**src/rtl/tree_rr_report_arbiter.sv**
```systemverilog
// Round-robin arbiter that funnels NREQ leaf requesters onto one valid/ready
// report channel; the winning leaf's word and index are captured at grant time.
module tree_rr_report_arbiter #(
  parameter int unsigned NREQ = 16,
  parameter int unsigned DW   = 32,
  parameter int unsigned IDW  = 4,
  parameter int unsigned CW   = 16
) (
  input  logic                clk,
  input  logic                rst,
  input  logic [NREQ-1:0]     req,
  input  logic [NREQ*DW-1:0]  req_data,
  output logic [NREQ-1:0]     gnt,
  output logic                out_valid,
  input  logic                out_ready,
  output logic [DW-1:0]       out_data,
  output logic [IDW-1:0]      out_id,
  output logic                busy,
  output logic [CW-1:0]       xfer_cnt
);

  typedef enum logic {IDLE, HOLD} state_t;

  state_t          state, state_nxt;
  logic [IDW-1:0]  ptr, ptr_nxt;
  logic [NREQ-1:0] gnt_nxt;
  logic            out_valid_nxt;
  logic [DW-1:0]   out_data_nxt;
  logic [IDW-1:0]  out_id_nxt;
  logic            busy_nxt;
  logic [CW-1:0]   xfer_cnt_nxt;

  logic [DW-1:0]   words [NREQ];
  logic            found;
  logic [IDW-1:0]  win;

  for (genvar k = 0; k < NREQ; k++) begin : g_words
    assign words[k] = req_data[k*DW +: DW];
  end

  // First requester at or after ptr, scanning circularly (index wraps in IDW bits).
  always_comb begin
    logic [IDW-1:0] idx;
    found = 1'b0;
    win   = '0;
    idx   = '0;
    for (int unsigned i = 0; i < NREQ; i++) begin
      idx = ptr + IDW'(i);
      if (!found && req[idx]) begin
        found = 1'b1;
        win   = idx;
      end
    end
  end

  always_comb begin
    state_nxt     = state;
    ptr_nxt       = ptr;
    gnt_nxt       = '0;
    out_valid_nxt = out_valid;
    out_data_nxt  = out_data;
    out_id_nxt    = out_id;
    busy_nxt      = busy;
    xfer_cnt_nxt  = xfer_cnt;
    unique case (state)
      IDLE: begin
        if (found) begin
          gnt_nxt       = NREQ'(1) << win;
          out_data_nxt  = words[win];
          out_id_nxt    = win;
          out_valid_nxt = 1'b1;
          busy_nxt      = 1'b1;
          state_nxt     = HOLD;
        end
      end
      HOLD: begin
        // Word and index stay frozen until the reporter takes them.
        if (out_ready) begin
          out_valid_nxt = 1'b0;
          busy_nxt      = 1'b0;
          ptr_nxt       = out_id + IDW'(1);
          xfer_cnt_nxt  = xfer_cnt + CW'(1);
          state_nxt     = IDLE;
        end
      end
      default: state_nxt = IDLE;
    endcase
  end

  always_ff @(posedge clk) begin
    if (rst) begin
      state     <= IDLE;
      ptr       <= '0;
      gnt       <= '0;
      out_valid <= 1'b0;
      out_data  <= '0;
      out_id    <= '0;
      busy      <= 1'b0;
      xfer_cnt  <= '0;
    end else begin
      state     <= state_nxt;
      ptr       <= ptr_nxt;
      gnt       <= gnt_nxt;
      out_valid <= out_valid_nxt;
      out_data  <= out_data_nxt;
      out_id    <= out_id_nxt;
      busy      <= busy_nxt;
      xfer_cnt  <= xfer_cnt_nxt;
    end
  end

endmodule
```
**config.mk**
```make
export PLATFORM = sky130hd
export DESIGN_NAME = tree_rr_report_arbiter
export DESIGN_NICKNAME = d
export VERILOG_FILES = /design/src/rtl/tree_rr_report_arbiter.sv
export SDC_FILE = /design/constraint.sdc
export NUM_CORES = 1
export LEC_CHECK = 0
export CAP_MARGIN = 15
export CORE_AREA = 5 5 232 234
export CTS_CLUSTER_SIZE = 8
export DETAILED_ROUTE_END_ITERATION = 10
export DIE_AREA = 0 0 237 239
export PLACE_DENSITY_LB_ADDON = 0.3
export SETUP_SLACK_MARGIN = 0.5
export SLEW_MARGIN = 20
export SYNTH_ARGS = -nofsm -noshare
export SYNTH_HDL_FRONTEND = slang
export SYNTH_SLANG_ARGS = --single-unit
```
**constraint.sdc**
```tcl
create_clock -name clk -period 9.8 [get_ports clk]
set_input_delay 1.47 -clock clk [delete_from_list [all_inputs] [get_ports clk]]
set_output_delay 1.47 -clock clk [all_outputs]
set_load 0.01 [all_outputs]
```
# Yosys cells after proc, flatten, opt, wreduce, memory -nomap -nowiden
# Cells that the tools add are included.
word_totals:
  in_bits: 531
  elab_cells: 154
  ff_bits: 74
  output_inout_bits: 70
classes:
  bitwise: 3
  n_eq_ne: 2
  mux: 73
  n_addsub: 17
  reduce_logical: 34
  shift: 1
  order_cmp: 17
op_table:
  columns: ["operator", "count"]
  rows:
  - ["binary-select mux 32 bit (select 4 bit)", 1]
  - ["less-than comparator 4 x 5 -> 1 bit (second input constant)", 16]
  - ["binary-select mux 1 bit (select 4 bit)", 16]
  - ["2-to-1 mux 32 bit", 2]
  - ["2-to-1 mux 4 bit", 16]
  - ["2-to-1 mux 1 bit", 36]
  - ["adder 4 bit (second input constant)", 8]
  - ["adder 16 x 1 -> 16 bit (second input constant)", 1]
  - ["adder 4 x 3 -> 4 bit (second input constant)", 4]
  - ["<< shifter 1 x 4 -> 16 bit (first input constant)", 1]
  - ["logical AND 1 bit", 15]
  - ["zero test 1 bit", 15]
  - ["adder 4 x 1 -> 4 bit (second input constant)", 2]
  - ["adder 4 x 2 -> 4 bit (second input constant)", 2]
  - ["AND reduction 2 bit", 3]
  - [">= comparator 5 bit (second input constant)", 1]
  - ["NOT 4 -> 5 bit", 1]
  - ["inequality test 2 bit (second input constant)", 2]
  - ["case mux 1 bit (2 select lines)", 2]
  - ["OR reduction 3 bit", 1]
  - ["NOT 1 bit", 2]

# Depth between registers and ports, before layout
# Gate-level depths: netlist of run 1.
depth:
  depth_word: 52
  ltp_mapped: 25
  ltp_nobuf: 14

# Worst setup path after synthesis of run 1
# Ideal clock, no wire load.
synth_path:
  kind: "reg2reg"
  from: "register ptr[1]"
  to: "register out_data[23]"
  t_required_ns: 9.676
  path_stages_with_launch: 24
  synth_period_minus_slack_ns: 5.527
  path_slack_ns: 4.273
  t_arrival_ns: 5.403
  setup_time_ns: 0.124
  path_buffers: 11
  cell_sequence: "dfxtp_1 buf_4 buf_6 clkbuf_1 buf_1 inv_1 ha_1 buf_4 buf_6 buf_2 mux4_2 mux2i_1 mux2_2 nand4b_4 or4_1 buf_4 o32a_1 buf_2 buf_2 buf_2 mux2i_1 mux2i_1 a22oi_1 nand3_1"
synth_via:
  elab_chain_len: 52
  elab_cells_between_ends: 114
  cone_classes: "add/sub: 15; mux: 67; bitwise: 1; reduce/logical: 31"
synth_rtl:
  columns: ["item", "line_no", "source"]
  rows:
  - ["start: declaration", "25", "logic [IDW-1:0] ptr, ptr_nxt;"]
  - ["start signal: assignment", "102", "ptr <= ptr_nxt;"]
  - ["branches (longest 52 deep; another with adder 4 x 1 -> 4 bit)", null, null]
  - ["end signal: assignment", "105", "out_data <= out_data_nxt;"]
  - ["end: declaration", "16", "output logic [DW-1:0] out_data,"]
# Several ways; the timed one is not identified. The select of a mux whose other input is x is not followed.
# A chain may end at the register's enable or synchronous reset.

# Final worst setup path of run 1
layout_path:
  from: "register ptr[0]"
  to: "register out_data[2]"
# Same word-level chain as after synthesis.

==> results of run 1 <==
[synth_stat cells, types with 3 or more instances]
cell,n
or2_2,3
buf_1,7
o22ai_1,3
xnor2_1,11
xor2_1,16
and4_1,3
and3_1,5
mux2_1,7
nor3_1,16
nor2_1,62
a32oi_1,3
nand2_1,60
a21oi_1,21
mux2i_1,416
a22oi_1,64
mux4_2,29
nand3_1,49
clkbuf_1,19
o31ai_1,3
buf_4,12
o21ai_1,4
o21ai_0,9
a211oi_1,4
dfxtp_1,74
buf_6,4
nand4_1,4
nand3b_1,4
o21bai_1,5
mux2_2,17
o211ai_1,9
nand2b_1,7
buf_2,55
nor2b_1,7
ha_1,9
mux2i_4,3
a31oi_1,6
and2_1,3
inv_1,8
[power breakdown]
part | leakage, nW | internal (mW) | switching [mW] | total (mW)
clock | 0.134 | 0.175 | 0.169 | 0.343
sequential | 0.605 | 0.353 | 0.0378 | 0.391
combinational | 5.35 | 0.778 | 0.807 | 1.58
total | 6.09 | 1.31 | 1.01 | 2.32
[how the worst min path moves through the flow]
stage / startpoint / to / slack, ns / depth (start not counted)
2_1_floorplan: out_data[0]$_SDFFE_PP0P_ / out_data[0]$_SDFFE_PP0P_ / 0.48 / 2
3_3_place_gp: out_data[19]$_SDFFE_PP0P_ / out_data[19]$_SDFFE_PP0P_ / 0.44 / 2
3_5_place_dp: out_data[6]$_SDFFE_PP0P_ / out_data[6]$_SDFFE_PP0P_ / 0.44 / 2
4_1_cts: out_data[4]$_SDFFE_PP0P_ / out_data[4]$_SDFFE_PP0P_ / 0.46 / 2
5_1_grt: out_data[2]$_SDFFE_PP0P_ / out_data[2]$_SDFFE_PP0P_ / 0.47 / 2
6_report: out_data[4]$_SDFFE_PP0P_ / out_data[4]$_SDFFE_PP0P_ / 0.45 / 2
[registers in the layout, summed over array words and instances (netlist names)]
name	flops
out_data	32
busy	1
gnt	16
ptr	4
state	1
out_id	4
xfer_cnt	16
[worst register-to-register path, delay by kind of cell, from the launching register on]
family                     cells  cell delay [ns]
DFF                            1             0.30
and+or+nand+nor                4             1.78
AOI/OAI and AO/OA              4             1.17
muxes                          3             1.24
buffers and inverters          4             1.39
adders and majority gates      1             1.14
[layer usage]
| layer | routed length, um | share of wire | GRT usage | vias up |
|---|---|---|---|---|
| met5 | 62 | 0.0011 | 0 | - |
| met4 | 1110 | 0.020 | 0.0476 | 10 |
| met3 | 4290 | 0.077 | 0.0598 | 57 |
| met2 | 28400 | 0.51 | 0.325 | 448 |
| met1 | 21800 | 0.39 | 0.219 | 5353 |
| li1 | - | - | - | 5223 |
[final cells by class]
class | count | area, um2
fillers | 5371 | 35000
well taps | 688 | 861
flip-flops and latches | 74 | 1480
clock inverters | 6 | 51.3
inverters | 11 | 43.8
diodes | 10 | 25.0
multi-input cells | 908 | 7900
clock buffers | 10 | 229
repair buffers | 617 | 6220
[cells by family after synthesis]
| kind of cell | count (synthesis) | share of synthesized area |
|---|---|---|
| multiplexers | 472 | 0.521 |
| AO/OA/AOI/OAI | 162 | 0.121 |
| flip-flops | 74 | 0.150 |
| adder cells (fa/ha/maj) | 9 | 0.0114 |
| AND/OR/NAND/NOR | 238 | 0.118 |
| buffers and inverters | 108 | 0.0558 |
| XOR/XNOR | 27 | 0.0239 |
[through the flow]
stage,instances,hold WS (ns)
after floorplan,1090,0.482
after global placement,2297,0.439
after detailed placement,2298,0.440
after CTS,2314,0.456
after global routing,2317,0.468
final,2324,0.452
==> flow_summary_export.csv, run 1 <==
group,metric,value,unit
layout,area_growth,69.8,%
layout,layout_commonest_cell,"clkdlybuf4s50_1",
run_status,outcome,"complete, no violations",
layout,drive_gt1_frac,0.0627,
clock_network,cts_buffers,9,
clock_network,path_clk_slew,0.07,ns
placement,dpl_worst_slack,2.75,ns
timing,post-route-period-util,0.724,
clock_network,cts-root-buf,"clkbuf_16",
timing,setup_viol,0,
logic_synthesis,synth_top_area_cell,"mux2i_1",
logic_synthesis,netlist_area,9900,um2
setup_path,critPathCaptureType,"flip-flop",
timing,rsz0062_at_grt,"no",
global_routing,grt_overflow,0,
power,power.total,2.32,mW
global_routing,antenna_found_initial,19,
logic_synthesis,synth_nets,1630,
floorplan,die_h,239,um
setup_path,cp.required,10.12,ns
setup_path,rr_endpoint,"out_data[2]$_SDFFE_PP0P_",
timing,finalHoldViolCount,0,
setup_path,arrival,7.42,ns
detailed_routing,ant_nets,0,
floorplan,start_util,0.191,
setup_path,crit_type,"reg -> reg",
power,vdd_drop_max,104,uV
logic_synthesis,synth_top_area_share,0.421,
detailed_routing,vias,11100,
setup_path,cpMaxStageDelayCell,"ha_1",
clock_network,cts.path.max_buffers,2,
clock_network,cts_tree,"yes",
layout,nets,2161,
floorplan,fp-row-count,84,
layout,utilization,0.324,
setup_path,r2r_slack,2.70,ns
detailed_routing,drtIter0Drc,792,
clock_network,clock-sinks,74,
power,p_leak,6.09,nW
logic_synthesis,async_flop_share,0,
global_routing,grt_pass1_wl,77700,um
floorplan,chipWidth,237,um
timing,min_period,7.10,ns
timing,fin_setup_tns,0,ns
placement,dp_hpwl,46300,um
clock_network,post_cts_resized,0,
setup_path,path_cells,"buf_4, inv_1, ha_1, mux2_1, mux4_2, mux2i_4, nand4b_4, or4_1, a2111oi_4, a31oi_1, a22oi_4, inv_4, nor3_4, buf_4, a22oi_1, nand3_1",
clock_network,insertion_delay,0.39,ns
setup_path,cp_common_cell,"buf_4",
global_routing,grt_start_max_net_pins,89,
logic_synthesis,ys_ff_latch,74,
setup_path,slowest_delay,1.14,ns
detailed_routing,wl,55700,um
floorplan,ios,601,
logic_synthesis,yosysWarnings,0,
timing,max_slew.worst_pin.slew,1.08,ns
placement,io_buffers,600,
layout,final_cell_mix,"clkdlybuf4s50_1 (600), mux2i_1 (416), dfxtp_1 (74), a22oi_1 (64), nand2_1 (60)",
setup_path,crit_path_end,"out_data[2]$_SDFFE_PP0P_",
logic_synthesis,yosysSeqAreaShare,0.150,
global_routing,grt_pass1_vias,11300,
detailed_routing,drt-pass1-iter-count,5,
run,max_cap_viol_count,0,
clock_network,post_cts_buffers,0,
clock_network,ctsHoldBuffers,0,
logic_synthesis,synth_area_per_cell,9.08,um2
timing,fin_skew,0.00894,ns
setup_path,crit_cells,16,
detailed_routing,drcViolationCount,0,
setup_path,cp-startpoint,"ptr[0]$_SDFFE_PP0P_",
logic_synthesis,synth_edf_count,0,
setup_path,worstReg2RegStart,"ptr[0]$_SDFFE_PP0P_",
placement,gp_congestion,0.890,
timing,setup_ws,2.70,ns
detailed_routing,vias_per_cell,4.77,
timing,slew_violations,0,
setup_path,cp_top_family,"simple AND/OR/NAND/NOR gates",
min_path,min_path_type,"reg -> reg",
timing,fmax,141,MHz
setup_path,ff2ff_path_depth,16,
clock_network,cts_max_level,3,
setup_path,crit_fanout,31,
detailed_routing,wl_per_cell,24.0,um
logic_synthesis,postSynthCellCount,1090,
setup_path,crit_buf_inv,4,
logic_synthesis,netlist_top_cells_area,"mux2i_1 (42%), dfxtp_1 (15%), mux4_2 (6.6%)",
setup_path,startpoint_type,"flip-flop",
floorplan,core_area,51800,um2
logic_synthesis,synth_flop_cell,"dfxtp_1",
logic_synthesis,synth.distinct_cells,76,
global_routing,grt.total_usage,0.185,
timing,maxSlewHeadroom,0.282,
floorplan,die_area,56600,um2
power,powerDensity,138,nW/um2
placement,place_area,16500,um2
layout,fin_area,16800,um2
Note: power is estimated with default switching activity, not from simulation.
==> run 2: changes to the inputs <==
==> constraint.sdc (replaced) <==
create_clock -name clk -period 6.35 [get_ports clk]
set_input_delay 0.9525 -clock clk [delete_from_list [all_inputs] [get_ports clk]]
set_output_delay 0.9525 -clock clk [all_outputs]
set_load 0.01 [all_outputs]
==> run 2 against run 1 <==
Effect of this change:
- sequential cell count unchanged
- final area increased by 3.2%
- core utilization increased by 1.0 points
- maximum frequency increased by 28%
- non-clock buffer count increased by 51
- cell count increased by 2.5%
- clock power increased by 54%
- sequential share of layout area decreased by 0.27 points
- wire length increased by 1.4%
- hold slack improved by 0.0083 ns
==> flow_summary_export.csv, run 2 (synthesized netlist as in run 1, its figures left out) <==
group,metric,value,unit
layout,largest_register_ff_count,32,
detailed_routing,drtIter0Drc,697,
global_routing,grt_start_max_net_pins,45,
setup_path,crit_type,"reg -> reg",
global_routing,antenna_found_initial,27,
detailed_routing,vias,11300,
setup_path,cp.required,6.62,ns
timing,maxSlewHeadroom,0.351,
power,vdd_drop_max,143,uV
global_routing,grt_pass1_vias,11500,
layout,drive_gt1_frac,0.0918,
clock_network,path_clk_slew,0.07,ns
setup_path,cpMaxStageDelayCell,"or4_1",
clock_network,insertion_delay,0.38,ns
layout,reg_top3,"out_data (32), gnt (16), xfer_cnt (16)",
power,power.total,3.73,mW
floorplan,die_area,56600,um2
timing,fin_setup_tns,0,ns
clock_network,cts_max_level,3,
timing,setup_viol,0,
floorplan,fp-row-count,84,
timing,slew_violations,0,
setup_path,path_cells,"inv_1, buf_4, ha_2, buf_12, mux2_1, mux4_2, mux2i_4, nand4b_4, or4_1, nor2_1, o32a_2, buf_12, buf_12, mux2i_1, mux2i_1, a22oi_1, nand3_1",
placement,io_buffers,600,
detailed_routing,wl,56500,um
setup_path,cp_common_cell,"buf_12",
detailed_routing,wl_per_cell,23.7,um
timing,fin_skew,0.0129,ns
setup_path,cp_top_family,"multiplexers",
layout,nets,2212,
setup_path,crit_buf_inv,5,
detailed_routing,ant_nets,0,
global_routing,grt_overflow,0,
clock_network,ctsHoldBuffers,0,
layout,layout_commonest_cell,"clkdlybuf4s50_1",
floorplan,core_area,51800,um2
floorplan,start_util,0.191,
clock_network,post_cts_buffers,0,
setup_path,critPathCaptureType,"flip-flop",
clock_network,cts.path.max_buffers,2,
power,powerDensity,215,nW/um2
layout,final_cell_mix,"clkdlybuf4s50_1 (600), mux2i_1 (416), dfxtp_1 (74), a22oi_1 (64), nand2_1 (60)",
power,p_leak,6.38,nW
setup_path,startpoint_type,"flip-flop",
timing,max_slew.worst_pin.slew,0.973,ns
layout,top_register,"out_data",
clock_network,cts-root-buf,"clkbuf_16",
min_path,min_path_type,"reg -> reg",
setup_path,arrival,5.81,ns
detailed_routing,drcViolationCount,0,
timing,finalHoldViolCount,0,
clock_network,cts_tree,"yes",
detailed_routing,drt-pass1-iter-count,5,
floorplan,chipWidth,237,um
setup_path,r2r_slack,0.80,ns
run,max_cap_viol_count,0,
timing,min_period,5.55,ns
placement,gp_congestion,0.902,
placement,dp_hpwl,47900,um
clock_network,post_cts_resized,0,
setup_path,slowest_delay,0.74,ns
floorplan,die_h,239,um
global_routing,grt.total_usage,0.187,
global_routing,grt_pass1_wl,78800,um
detailed_routing,vias_per_cell,4.73,
clock_network,cts_buffers,9,
layout,area_growth,75.1,%
timing,fmax,180,MHz
timing,worst_hold_slack,0.460,ns
clock_network,clock-sinks,74,
floorplan,ios,601,
timing,post-route-period-util,0.874,
setup_path,crit_fanout,44,
run_status,outcome,"complete, no violations",
timing,rsz0062_at_grt,"no",
run 2: final timing paths:
kind,start,to,depth (start not counted)
max,ptr[0]$_SDFFE_PP0P_,out_data[23]$_SDFFE_PP0P_,17
min,out_data[8]$_SDFFE_PP0P_,out_data[8]$_SDFFE_PP0P_,2
max reg2reg,ptr[0]$_SDFFE_PP0P_,out_data[23]$_SDFFE_PP0P_,17
min reg2reg,out_data[8]$_SDFFE_PP0P_,out_data[8]$_SDFFE_PP0P_,2
run 2: final cells by class:
class	instances	area [um2]
clock inverters	5	38.8
well taps	688	861
inverters	11	43.8
fillers	5304	34500
diodes	16	40.0
flip-flops and latches	74	1480
repair buffers	668	6730
clock buffers	11	243
multi-input cells	908	7900
run 2: per-layer routing:
layer / vias to the layer above / GRT usage / part of all wire
li1: 5335 / - / -
met1: 5409 / 0.225 / 0.40
met2: 440 / 0.327 / 0.50
met3: 68 / 0.0590 / 0.070
met4: 14 / 0.0469 / 0.022
met5: - / 0 / 0.0016
run 2: through the flow:
step                      utilization  cell area [um2]  instances  worst slack [ns]
final                           0.335            17300       2381             0.802
after global routing            0.334            17300       2372             0.527
after CTS                       0.334            17300       2365             0.780
after detailed placement        0.328            17000       2349             0.539
after global placement          0.328            17000       2349             0.593
after floorplan                     -             9900       1090             0.823
run 2: power breakdown:
part / switching [mW] / leakage (nW) / internal [mW]
combinational: 1.27 / 5.64 / 1.32
clock: 0.251 / 0.136 / 0.278
sequential: 0.0680 / 0.605 / 0.545
total: 1.59 / 6.38 / 2.14
run 2: worst register-to-register path, cell delays in order, from the launching register on:
cell      delay, ns
dfxtp_1        0.37
inv_1          0.05
buf_4          0.19
ha_2           0.48
buf_12         0.21
mux2_1         0.35
mux4_2         0.53
mux2i_4        0.34
nand4b_4       0.22
or4_1          0.74
nor2_1         0.16
o32a_2         0.25
buf_12         0.30
buf_12         0.35
mux2i_1        0.44
mux2i_1        0.13
a22oi_1        0.22
nand3_1        0.10
